File: src/rtl/muldiv_unit_if.sv
// Request/response bundle for the iterative RV32M multiply/divide unit.
// The master side belongs to the execute stage and the slave side to the unit.
interface muldiv_unit_if #(
  parameter int XLEN  = 32,
  parameter int TAG_W = 5
);
  logic             in_valid;
  logic             in_ready;
  logic [2:0]       op;
  logic [XLEN-1:0]  a;
  logic [XLEN-1:0]  b;
  logic [TAG_W-1:0] tag_in;
  logic             flush;
  logic             out_valid;
  logic             out_ready;
  logic [XLEN-1:0]  result;
  logic [TAG_W-1:0] tag_out;
  logic             busy;

  modport master (
    output in_valid, op, a, b, tag_in, flush, out_ready,
    input  in_ready, out_valid, result, tag_out, busy
  );

  modport slave (
    input  in_valid, op, a, b, tag_in, flush, out_ready,
    output in_ready, out_valid, result, tag_out, busy
  );
endinterface

File: src/rtl/muldiv_unit.sv
// Iterative RV32M multiply/divide engine, radix-2, one bit per cycle.
// Multiply is shift-add and divide is restoring; both work on operand
// magnitudes and the sign is applied when the last iteration retires.
// Divide-by-zero and signed overflow are resolved at accept, with no iterations.
// Optional feature macro MULDIV_FAST_MUL_EN: multiplies use one combinational
// XLEN x XLEN multiplier and finish at accept; divide stays iterative.
module muldiv_unit #(
  parameter int XLEN  = 32,
  parameter int TAG_W = 5
) (
  input  logic          clk,
  input  logic          reset,
  muldiv_unit_if.slave  bus
);
  localparam int CW = $clog2(XLEN);
  localparam logic [XLEN-1:0] MIN_INT = {1'b1, {(XLEN-1){1'b0}}};

  typedef enum logic [1:0] {IDLE, CALC, DONE} state_t;

  state_t           state, state_nxt;
  logic [CW-1:0]    cnt;
  logic [2:0]       op_q;
  logic [TAG_W-1:0] tag_q;
  logic [XLEN-1:0]  hi, lo, mcand, res_q;
  logic             neg_q, negr_q;

  // Negate the magnitude product if needed and pick the low or high half.
  function automatic logic [XLEN-1:0] mul_final(input logic [1:0] f,
                                                input logic [2*XLEN-1:0] p,
                                                input logic neg);
    logic [2*XLEN-1:0] s;
    s = neg ? -p : p;
    return (f == 2'b00) ? s[XLEN-1:0] : s[2*XLEN-1:XLEN];
  endfunction

  // ---- request decode (valid only while IDLE) ----
  logic            is_div, sa, sb, b_zero, ovf, special, accept;
  logic [XLEN-1:0] mag_a, mag_b, special_res;

  assign is_div = bus.op[2];
  // MULH: both signed; MULHSU: only a; DIV/REM: both signed; the rest unsigned.
  assign sa = bus.a[XLEN-1] & (is_div ? ~bus.op[0]
                                      : (bus.op[1:0] == 2'b01 || bus.op[1:0] == 2'b10));
  assign sb = bus.b[XLEN-1] & (is_div ? ~bus.op[0] : (bus.op[1:0] == 2'b01));
  assign mag_a = sa ? -bus.a : bus.a;
  assign mag_b = sb ? -bus.b : bus.b;

  assign b_zero  = is_div && (bus.b == '0);
  assign ovf     = is_div && !bus.op[0] && (bus.a == MIN_INT) && (bus.b == '1);
  assign special = b_zero || ovf;
  // op[1] selects the remainder flavour of a divide.
  assign special_res = b_zero ? (bus.op[1] ? bus.a : '1)
                              : (bus.op[1] ? '0 : MIN_INT);

  assign accept = (state == IDLE) && bus.in_valid && !bus.flush;

  logic            shortcut;
  logic [XLEN-1:0] shortcut_res;
`ifdef MULDIV_FAST_MUL_EN
  logic [2*XLEN-1:0] fast_prod;
  assign fast_prod    = {{XLEN{1'b0}}, mag_a} * {{XLEN{1'b0}}, mag_b};
  assign shortcut     = special || !is_div;
  assign shortcut_res = special ? special_res : mul_final(bus.op[1:0], fast_prod, sa ^ sb);
`else
  assign shortcut     = special;
  assign shortcut_res = special_res;
`endif

  // ---- one iteration step on {hi, lo} ----
  logic [XLEN-1:0] hi_n, lo_n, calc_res;
  logic [XLEN:0]   sum, r_sh, diff;

  // Multiply: add multiplicand when lo[0] is set, shift right.
  // Divide: shift dividend bit into the partial remainder, trial subtract.
  always_comb begin
    hi_n = hi;
    lo_n = lo;
    sum  = '0;
    r_sh = '0;
    diff = '0;
    if (!op_q[2]) begin
      sum  = {1'b0, hi} + (lo[0] ? {1'b0, mcand} : '0);
      hi_n = sum[XLEN:1];
      lo_n = {sum[0], lo[XLEN-1:1]};
    end else begin
      r_sh = {hi, lo[XLEN-1]};
      diff = r_sh - {1'b0, mcand};
      if (!diff[XLEN]) begin
        hi_n = diff[XLEN-1:0];
        lo_n = {lo[XLEN-2:0], 1'b1};
      end else begin
        hi_n = r_sh[XLEN-1:0];
        lo_n = {lo[XLEN-2:0], 1'b0};
      end
    end
  end

  // Divide: lo holds the quotient, hi the remainder after the final step.
  assign calc_res = op_q[2] ? (op_q[1] ? (negr_q ? -hi_n : hi_n)
                                       : (neg_q  ? -lo_n : lo_n))
                            : mul_final(op_q[1:0], {hi_n, lo_n}, neg_q);

  // State register.
  always_ff @(posedge clk or negedge reset) begin
    if (!reset) state <= IDLE;
    else        state <= state_nxt;
  end

  // Next state; flush wins over everything, including accept.
  always_comb begin
    state_nxt = state;
    if (bus.flush) begin
      state_nxt = IDLE;
    end else begin
      case (state)
        IDLE: if (bus.in_valid) state_nxt = shortcut ? DONE : CALC;
        CALC: if (cnt == '0)    state_nxt = DONE;
        DONE: if (bus.out_ready) state_nxt = IDLE;
        default: state_nxt = IDLE;
      endcase
    end
  end

  // Operand capture at accept, iteration in CALC, result load on completion.
  always_ff @(posedge clk or negedge reset) begin
    if (!reset) begin
      cnt    <= '0;
      op_q   <= '0;
      tag_q  <= '0;
      hi     <= '0;
      lo     <= '0;
      mcand  <= '0;
      res_q  <= '0;
      neg_q  <= 1'b0;
      negr_q <= 1'b0;
    end else if (accept) begin
      cnt    <= CW'(XLEN-1);
      op_q   <= bus.op;
      tag_q  <= bus.tag_in;
      hi     <= '0;
      lo     <= mag_a;
      mcand  <= mag_b;
      neg_q  <= sa ^ sb;
      negr_q <= sa;
      if (shortcut) res_q <= shortcut_res;
    end else if (state == CALC && !bus.flush) begin
      hi  <= hi_n;
      lo  <= lo_n;
      cnt <= cnt - 1'b1;
      if (cnt == '0) res_q <= calc_res;
    end
  end

  assign bus.in_ready  = (state == IDLE);
  assign bus.out_valid = (state == DONE);
  assign bus.busy      = (state == CALC) || (state == DONE && !bus.out_ready);
  assign bus.result    = res_q;
  assign bus.tag_out   = tag_q;
endmodule
File: src/flat_wrapper.sv
// flat-port wrapper written by rule: the top's interface ports become plain ports
module muldiv_unit_flat 
#(
  parameter int XLEN  = 32,
  parameter int TAG_W = 5
)
  (clk, reset, bus_in_valid, bus_op, bus_a, bus_b, bus_tag_in, bus_flush, bus_out_ready, bus_in_ready, bus_out_valid, bus_result, bus_tag_out, bus_busy);
  muldiv_unit_if #(.XLEN(XLEN), .TAG_W(TAG_W)) bus_i ();
  input  logic clk;
  input  logic reset;
  input wire logic [$bits(bus_i.in_valid)-1:0] bus_in_valid;
  input wire logic [$bits(bus_i.op)-1:0] bus_op;
  input wire logic [$bits(bus_i.a)-1:0] bus_a;
  input wire logic [$bits(bus_i.b)-1:0] bus_b;
  input wire logic [$bits(bus_i.tag_in)-1:0] bus_tag_in;
  input wire logic [$bits(bus_i.flush)-1:0] bus_flush;
  input wire logic [$bits(bus_i.out_ready)-1:0] bus_out_ready;
  output wire logic [$bits(bus_i.in_ready)-1:0] bus_in_ready;
  output wire logic [$bits(bus_i.out_valid)-1:0] bus_out_valid;
  output wire logic [$bits(bus_i.result)-1:0] bus_result;
  output wire logic [$bits(bus_i.tag_out)-1:0] bus_tag_out;
  output wire logic [$bits(bus_i.busy)-1:0] bus_busy;
  assign bus_i.in_valid = bus_in_valid;
  assign bus_i.op = bus_op;
  assign bus_i.a = bus_a;
  assign bus_i.b = bus_b;
  assign bus_i.tag_in = bus_tag_in;
  assign bus_i.flush = bus_flush;
  assign bus_i.out_ready = bus_out_ready;
  assign bus_in_ready = bus_i.in_ready;
  assign bus_out_valid = bus_i.out_valid;
  assign bus_result = bus_i.result;
  assign bus_tag_out = bus_i.tag_out;
  assign bus_busy = bus_i.busy;
  muldiv_unit #(.XLEN(XLEN), .TAG_W(TAG_W)) u_core (.clk(clk), .reset(reset), .bus(bus_i));
endmodule
File: config.mk
export PLATFORM = sky130hd
export DESIGN_NAME = muldiv_unit_flat
export DESIGN_NICKNAME = d
export VERILOG_FILES = /design/src/rtl/muldiv_unit_if.sv /design/src/rtl/muldiv_unit.sv /design/src/flat_wrapper.sv
export SDC_FILE = /design/constraint.sdc
export NUM_CORES = 1
export LEC_CHECK = 0
export ABC_CLOCK_PERIOD_IN_PS = 6570
export CORE_MARGIN = 2
export CORE_UTILIZATION = 30
export CTS_CLUSTER_SIZE = 25
export DETAILED_ROUTE_END_ITERATION = 6
export DONT_BUFFER_PORTS = 1
export PLACE_DENSITY = 0.52
export SKIP_CTS_REPAIR_TIMING = 1
export SYNTH_ARGS = -nofsm -noshare
export SYNTH_HDL_FRONTEND = slang
export SYNTH_SLANG_ARGS = --single-unit
export TNS_END_PERCENT = 1
File: constraint.sdc
create_clock -name clk -period 6.57 [get_ports clk]
set_input_delay 1.971 -clock clk [delete_from_list [all_inputs] [get_ports clk]]
set_output_delay 1.971 -clock clk [all_outputs]
set_load 0.01 [all_outputs]
* Word level (Yosys, flattened, before mapping) *
Cells that the tools add are included.

operators by class
  add/subtract/negate cells = 8
  equality and inequality tests = 10
  mux-type cells = 34
  bitwise operators = 4
  reduce and logical (&&, ||, !) cells = 22

operator list
  operator                                             count
  2-to-1 mux 32 bit                                    22
  negation 32 bit                                      4
  equality test 32 bit, second input constant          2
  2-to-1 mux 64 bit                                    1
  negation 64 bit                                      1
  adder 32 x 33 -> 33 bit                              1
  subtractor 33 x 32 -> 33 bit                         1
  logical NOT 32 bit                                   1
  2-to-1 mux 2 bit                                     5
  2-to-1 mux 5 bit                                     2
  logical AND 1 bit                                    8
  != test 3 bit, second input constant                 2
  case mux 2 bit (3 select lines)                      1
  AND reduction 3 bit                                  2
  logical NOT 5 bit                                    1
  subtractor 5 x 1 -> 5 bit, second input constant     1
  equality test 2 x 1 -> 1 bit, second input constant  2
  equality test 2 bit, second input constant           2
  logical NOT 2 bit                                    2
  nonzero test 2 bit                                   2
  logical NOT 1 bit                                    3
  logical OR 1 bit                                     3
  2-to-1 mux 1 bit                                     3
  != test 3 x 2 -> 1 bit, second input constant        1
  4 further kinds                                      5

storage, ports and cells
  register bits after elaboration = 145
  input bits = 77
  output and inout bits = 40
  word-level logic and storage cells = 88

* Longest topological paths before layout *
Gate-level depths: netlist of the first run.

  depth in word-level cells = 10
  depth in mapped cells = 24
  depth with buffers taken out = 22

* Worst setup path before layout of the first run *
Ideal clock, no wire load.

  path kind = register -> register
  start = register u_core.hi[22]
  end = register u_core.res_q[18] (netlist: u_core.bus.result[18])
  library setup time = 126 ps
  arrival time = 5,440 ps
  data required time = 6,444 ps
  path slack = 1,004 ps
  cell stages (with the launch flop) = 24
  buffers on the path = 3
  clock period less this slack = 5,566 ps
  path through = dfrtp_1 > ha_1 > buf_2 > a21oi_1 > o21ai_2 > a211oi_1 > nand3_2 > o211ai_2 > buf_6 > nor2_1 > a21oi_1 > ha_1 > o211ai_1 > or4_4 > or4_1 > or4_1 > or3_1 > buf_6 > nor2_1 > nand4_1 > o21ai_1 > xnor2_1 > o22ai_1 > o32a_1

on the way
  cells in the longest elaborated chain, start to end = 10
  elaborated cells between the ends (all ways) = 17
  classes of those cells = 4 x add/sub; 13 x mux

RTL lines
  item                                                   RTL line                              text
  from (decl)                                            muldiv_unit.sv:24                     logic [XLEN-1:0] hi, lo, mcand, res_q;
  from (signal assigned)                                 muldiv_unit.sv:147                    hi <= hi_n;
  subtractor 33 x 32 -> 33 bit *                         muldiv_unit.sv:87                     diff = r_sh - {1'b0, mcand};
  2-to-1 mux 1 bit or 2-to-1 mux 32 bit (tied branches)  muldiv_unit.sv:88                     if (!diff[XLEN]) begin
  2-to-1 mux 32 bit                                      muldiv_unit.sv:81                     if (!op_q[2]) begin
  negation 64 bit (tied with other cells)                muldiv_unit.sv:32                     s = neg ? -p : p;
  2-to-1 mux 64 bit (tied with other cells)              muldiv_unit.sv:32
  2-to-1 mux 32 bit (on tied branches)                   muldiv_unit.sv:33, muldiv_unit.sv:99
  2-to-1 mux 32 bit *                                    muldiv_unit.sv:99                     assign calc_res = op_q[2] ? (op_q[1] ? (negr_q ? -hi_n : hi_n)
  2-to-1 mux 32 bit *                                    muldiv_unit.sv:150                    if (cnt == '0) res_q <= calc_res;
  2-to-1 mux 32 bit *                                    muldiv_unit.sv:146                    end else if (state == CALC && !bus.flush) begin
  2-to-1 mux 32 bit *                                    muldiv_unit.sv:136                    end else if (accept) begin
  to (signal assigned)                                   muldiv_unit.sv:145                    if (shortcut) res_q <= shortcut_res;
  to (signal assigned)                                   muldiv_unit.sv:150
  to (decl)                                              muldiv_unit.sv:24

Every way passes the cells marked *; elsewhere a longest branch is shown, timed or not. The select of a mux whose other input is x is not followed.
A chain may end at the register's enable or synchronous reset.

* Worst setup path in the final report of the first run *
Same ends and word-level chain as after synthesis.

==> impl_metrics.py, run 1 <==
metrics = {
    "logic_synthesis": {
        "async_reset_ff_share_pct": 100,
        "netlist_instances": 2125,
        "synth_area_leaders": "dfrtp_1 23%, o21ai_0 7.4%, nand2_1 6.4%",
        "synth_top_area_share_pct": 22.9,
        "yosys.area_share.simple_pct": 23.1,
        "synth_area_sq_mm": 0.0158,
        "synth_edf_count": 0,
        "yosys_warnings": 0,
        "synth_top_family_by_area": "compound AO/OA/AOI/OAI gates",
        "seq_area_frac_synth_pct": 22.9,
        "ys_ff_latch": 145,
        "synth_cell_types": 99,
        "synthesis.nets": 2276,
        "synth_xor_area_share_pct": 9.84,
        "synth_compound_area_share_pct": 30.0,
        "syn-mean-instance-area_sq_um": 7.46,
        "synth.area.mux_share_pct": 3.14,
        "synth_fa_ha_area_share_pct": 5.94,
        "yosys.area.top_type": "dfrtp_1",
        "synth-main-ff-cell": "dfrtp_1",
    },
    "cells_and_area": {
        "final_nets": 2227,
        "antenna_cells": 0,
        "final.fill_count": 5635,
        "multi_input_area_sq_mm": 0.0114,
        "regArea_sq_mm": 0.00363,
        "synthToLayoutAreaGrowth_pct": 9.03,
        "drive_gt1_share_pct": 7.42,
    },
    "floorplanning": {
        "core-area_sq_mm": 0.0523,
        "io_pins": 117,
        "die-area_sq_mm": 0.0547,
        "die_h_um": 234,
        "fp.dieW_um": 234,
        "start_util_pct": 30.3,
        "rows": 84,
    },
    "routing": {
        "ant_nets": 0,
        "post-route-drc-count": 0,
        "drt-initial-drc-count": 1573,
        "via_per_inst": 6.02,
        "via_count": 16700,
        "drt-wirelength-per-cell_um": 24.3,
        "wl_mm": 67.4,
        "drtPass1Iterations": 5,
    },
    "place": {
        "gp_congestion": 0.962,
        "port_buffers": 0,
        "hpwl_mm": 52.8,
    },
    "run_status": {
        "status": "finished clean",
    },
    "setup_path": {
        "cp-start-kind": "flop",
        "end_kind": "flop",
        "crit_fanout": 10,
        "crit_type": "flop to flop",
        "worstPathArrival_ns": 6.57,
        "crit_required_ns": 6.93,
    },
    "sta": {
        "final_hold_viol_count": 0,
        "slew_headroom_pct": 25.9,
        "worstMarginPinSlew_ns": 1.11,
        "rsz0062_at_grt": "no",
        "finalCriticalPeriod_ns": 6.21,
        "fmax_mhz": 161,
        "setup_viol": 0,
        "final_max_slew_viol_count": 0,
        "setup_tns_ns": 0,
        "whs_ns": 0.500,
        "clock_skew_ns": 0.0139,
        "period_share_pct": 94.6,
    },
    "global_routing": {
        "grt_pass1_wl_mm": 101,
        "antenna_found_initial": 2,
        "grt_max_degree": 146,
        "grt_usage_pct": 24.5,
        "gr-total-overflow": 0,
        "first_global_vias": 15800,
    },
    "pwr": {
        "power.leakage_nw": 6.83,
        "power.density_mw_per_mm2": 460,
        "peakVddDrop_mv": 0.266,
    },
    "clock_network": {
        "cts-root-buf": "clkbuf_16",
        "cts.clk_slew.worst_paths_ns": 0.07,
        "max-clock-path-buffers": 2,
        "cts_tree": "yes",
        "cts_buffers": 17,
        "htreeDepth": 4,
        "clock_sinks": 145,
        "insertion_delay_ns": 0.47,
    },
    "worst_hold_path": {
        "hold_class": "flop to flop",
    },
    "run": {
        "drv_cap": 0,
    },
}
power breakdown:
part           internal [W]  switching, W
Combinational       0.00191       0.00351
Clock              0.000655      0.000459
Sequential          0.00110      0.000314
Total               0.00366       0.00429
final timing paths:
path | slack (ns) | from | to | cells past startpoint
min reg2reg | 0.50 | u_core.mcand[24] | u_core.mcand[24] | 2
max reg2reg | 0.36 | u_core.hi[22] | u_core.bus.result[18] | 20
max in group asynchronous | 5.08 | reset | u_core.mcand[4] | 0
max | 0.36 | u_core.hi[22] | u_core.bus.result[18] | 20
min in group asynchronous | 1.21 | reset | u_core.bus.result[5] | 0
min | 0.50 | u_core.mcand[24] | u_core.mcand[24] | 2
cells in the mapped netlist, types with 10 or more instances:
cell type and n:
mux2i_1 43, o21ai_0 233, a22o_1 19, nor2b_1 15, nor3_1 60, buf_2 24
o21a_1 21, a21o_1 22, and2_1 46, ha_1 72, a221oi_1 13, or4_1 13
clkbuf_1 86, and3_1 17, o41ai_1 11, or2_2 11, dfrtp_1 145, nand2_1 271
xor2_1 91, or3_1 27, buf_1 10, xnor2_1 87, nand2b_1 17, o22ai_1 13
a31oi_1 36, o31ai_1 19, nor4_1 21, a211oi_1 21, nand4_1 27, a21oi_1 136
nor2_1 161, inv_1 71, nand3_1 39, o211ai_1 62
metrics by stage:
step / instance area [sq um] / total power, W / setup WS, ns / instances / utilization [%]
floorplan: 15800 / 0.00503 / 1.00 / 2125 / -
detailed placement: 16600 / 0.00671 / 0.440 / 2745 / 31.8
CTS: 17300 / 0.00785 / 0.426 / 2777 / 33.0
global placement: 16600 / 0.00671 / 0.623 / 2745 / 31.8
finish: 17300 / 0.00795 / 0.356 / 2777 / 33.0
global route: 17300 / 0.00846 / 0.0187 / 2777 / 33.0
registers in the layout, summed over array words and instances, names as in the netlist:
signal,count
u_core.bus.result,32
u_core.cnt,5
u_core.hi,32
u_core.state,2
u_core.mcand,32
u_core.bus.tag_out,5
u_core.lo,32
u_core.neg_q,1
u_core.op_q,3
u_core.negr_q,1
routing by layer:
metal  track usage (%)  up-vias  part of all wire, %  routed length [um]
met1              32.4     8180                   43               29200
met5                 0        -                0.040                  27
met3              4.89      110                  7.7                5160
met2              38.7      703                   45               30000
met4              10.9        4                  4.4                2940
li1                  -     7707                    -                   -
placed cells by master (no fill, tap or decap), types with 36 or more instances in the layout:
cell,synthesis,final
nor2_1,161,159
nand3_1,39,39
and2_1,46,46
o211ai_1,62,62
a31oi_1,36,36
xor2_1,91,91
ha_1,72,72
buf_4,1,56
xnor2_1,87,87
a21oi_1,136,136
nor3_1,60,60
inv_1,71,71
nand2_1,271,270
o21ai_0,233,233
dfrtp_1,145,143
mux2i_1,43,43
logic make-up after synthesis:
| family | Yosys count |
|---|---|
| AOI/OAI and AO/OA | 724 |
| and+or+nand+nor | 758 |
| muxes | 49 |
| DFF | 145 |
| xor gates and xnor gates | 178 |
| buffers and inverters | 197 |
| adders and majority gates | 74 |
critical path, stage by stage (launching register included):
cell and delay (ns):
dfrtp_1 0.44, ha_1 0.42, a21oi_1 0.21, o21ai_2 0.14
a211oi_1 0.52, nand3_2 0.18, o211ai_2 0.19, nor2_1 0.14
a21oi_1 0.25, ha_1 0.23, o211ai_1 0.16, or4_4 0.57
or4_1 0.51, or4_1 0.44, or3_1 0.54, nor2_1 0.20
nand4_1 0.18, o21ai_1 0.23, xnor2_1 0.13, o22ai_1 0.10
o32a_1 0.30
area by class of cell:
type | instances | share of cell area, %
clock buffers | 19 | 2.62
multi-input cells | 1783 | 66.3
inverters | 73 | 1.59
flip-flops and latches | 145 | 21.0
clock inverters | 13 | 1.07
repair buffers | 56 | 2.43
well taps | 688 | 4.98
No activity file was read; power rests on OpenSTA's default activity.
==> inputs of run 2 (changes only) <==
--- a/config.mk
+++ b/config.mk
@@ -12,6 +12,7 @@
 export DETAILED_ROUTE_END_ITERATION = 6
 export DONT_BUFFER_PORTS = 1
 export PLACE_DENSITY = 0.52
+export RECOVER_POWER = 100
 export SKIP_CTS_REPAIR_TIMING = 1
 export SYNTH_ARGS = -nofsm -noshare
 export SYNTH_HDL_FRONTEND = slang
==> impl_metrics.py, run 2 (same netlist as run 1, synthesis figures left out) <==
metrics = {
    "run_status": {
        "status": "complete, but fails checks",
        "violations": "capacitance limit, slew limit",
    },
    "sta": {
        "final_hold_viol_count": 0,
        "setup_tns_ns": 0,
        "fmax_mhz": 161,
        "finalCriticalPeriod_ns": 6.21,
        "worst_slack_ns": 0.364,
        "worstMarginPinSlew_ns": 3.01,
        "period_share_pct": 94.5,
        "final_max_slew_viol_count": 148,
        "clock_skew_ns": 0.0119,
        "rsz0062_at_grt": "no",
        "whs_ns": 0.499,
        "setup_viol": 0,
        "slew_headroom_pct": -101,
    },
    "floorplanning": {
        "rows": 84,
        "fp.dieW_um": 234,
        "start_util_pct": 30.3,
        "core-area_sq_mm": 0.0523,
        "io_pins": 117,
        "die_h_um": 234,
        "die-area_sq_mm": 0.0547,
    },
    "cells_and_area": {
        "final_common_cell": "nand2_1",
        "drive_gt1_share_pct": 6.94,
        "synthToLayoutAreaGrowth_pct": 8.74,
        "finalInstanceArea_sq_mm": 0.0172,
        "antenna_cells": 0,
        "postLayoutCoreUtil_pct": 32.9,
        "final_nets": 2227,
        "final_cell_mix": "271 x nand2_1, 235 x o21ai_0, 160 x nor2_1, 143 x dfrtp_1, 136 x a21oi_1",
    },
    "setup_path": {
        "crit_type": "flop to flop",
        "worstPathArrival_ns": 6.56,
        "crit_required_ns": 6.92,
        "crit_fanout": 10,
        "cp-start-kind": "flop",
        "end_kind": "flop",
    },
    "clock_network": {
        "cts_buffers": 17,
        "insertion_delay_ns": 0.47,
        "clock_sinks": 145,
        "cts-root-buf": "clkbuf_16",
        "max-clock-path-buffers": 2,
        "cts_tree": "yes",
        "htreeDepth": 4,
        "cts.clk_slew.worst_paths_ns": 0.07,
    },
    "global_routing": {
        "use_met1_pct": 32.4,
        "grt_max_degree": 146,
        "use_met3_pct": 4.89,
        "first_global_vias": 15800,
        "grt_use_met2_pct": 38.7,
        "grt_pass1_wl_mm": 101,
        "antenna_found_initial": 2,
        "gr-total-overflow": 0,
        "grt.busiest_layer": "met2",
        "grt_usage_pct": 24.5,
    },
    "place": {
        "port_buffers": 0,
        "gp_congestion": 0.962,
        "postPlaceCellArea_sq_mm": 0.0166,
        "pre_cts_slack_ns": 0.440,
        "hpwl_mm": 52.8,
    },
    "pwr": {
        "power.density_mw_per_mm2": 461,
        "peakVddDrop_mv": 0.265,
        "power.leakage_nw": 6.80,
    },
    "routing": {
        "wl_mm": 67.5,
        "drt-initial-drc-count": 1608,
        "drtPass1Iterations": 5,
        "via_per_inst": 6.02,
        "ant_nets": 0,
        "drt-wirelength-per-cell_um": 24.3,
        "post-route-drc-count": 0,
        "via_count": 16700,
    },
    "worst_hold_path": {
        "hold_class": "flop to flop",
    },
    "run": {
        "drv_cap": 3,
    },
}
-- run 2: stage by stage --
stage                     instances  total power [W]
after floorplan                2125          0.00503
after global placement         2745          0.00671
after detailed placement       2745          0.00671
after CTS                      2777          0.00785
after global routing           2777          0.00846
final                          2777          0.00795
-- run 2: cell type report --
cell class              count  area, sq um
clock inverters            13          185
inverters                  73          274
fillers                  5644        35100
multi-input cells        1783        11400
well taps                 688          861
repair buffers             56          395
clock buffers              19          453
flip-flops and latches    145         3630
-- run 2: report_power, final --
| group | total, W | switching (W) | internal [W] |
|---|---|---|---|
| Combinational | 0.00542 | 0.00352 | 0.00191 |
| Clock | 0.00111 | 0.000455 | 0.000655 |
| Sequential | 0.00142 | 0.000315 | 0.00110 |
| Total | 0.00795 | 0.00429 | 0.00366 |
-- run 2: worst paths after layout --
kind                             startpoint               endpoint  slack (ns)  cells after the start
setup / recovery              u_core.hi[20]  u_core.bus.result[18]        0.36                     20
hold / removal             u_core.mcand[24]       u_core.mcand[24]        0.50                      2
setup reg to reg              u_core.hi[20]  u_core.bus.result[18]        0.36                     20
hold reg to reg            u_core.mcand[24]       u_core.mcand[24]        0.50                      2
max in group asynchronous             reset           u_core.neg_q        5.08                      0
min in group asynchronous             reset   u_core.bus.result[5]        1.21                      0
-- run 2: routing by layer --
metal	vias to the layer above	part of all wire, %
met5	-	0.037
met4	4	4.4
met3	118	7.7
met2	715	45
met1	8168	43
li1	7707	-
-- run 2: worst max-delay path: stages, from the launching register on --
cell and delay (ns):
dfrtp_1 0.45, ha_1 0.41, a21oi_2 0.21, o21ai_2 0.14
a211oi_1 0.52, nand3_2 0.18, o211ai_2 0.19, nor2_1 0.14
a21oi_1 0.25, ha_1 0.24, o211ai_1 0.16, or4_4 0.57
or4_1 0.51, or4_1 0.43, or3_1 0.54, nor2_1 0.19
nand4_1 0.18, o21ai_1 0.23, xnor2_1 0.13, o22ai_1 0.10
o32a_1 0.30
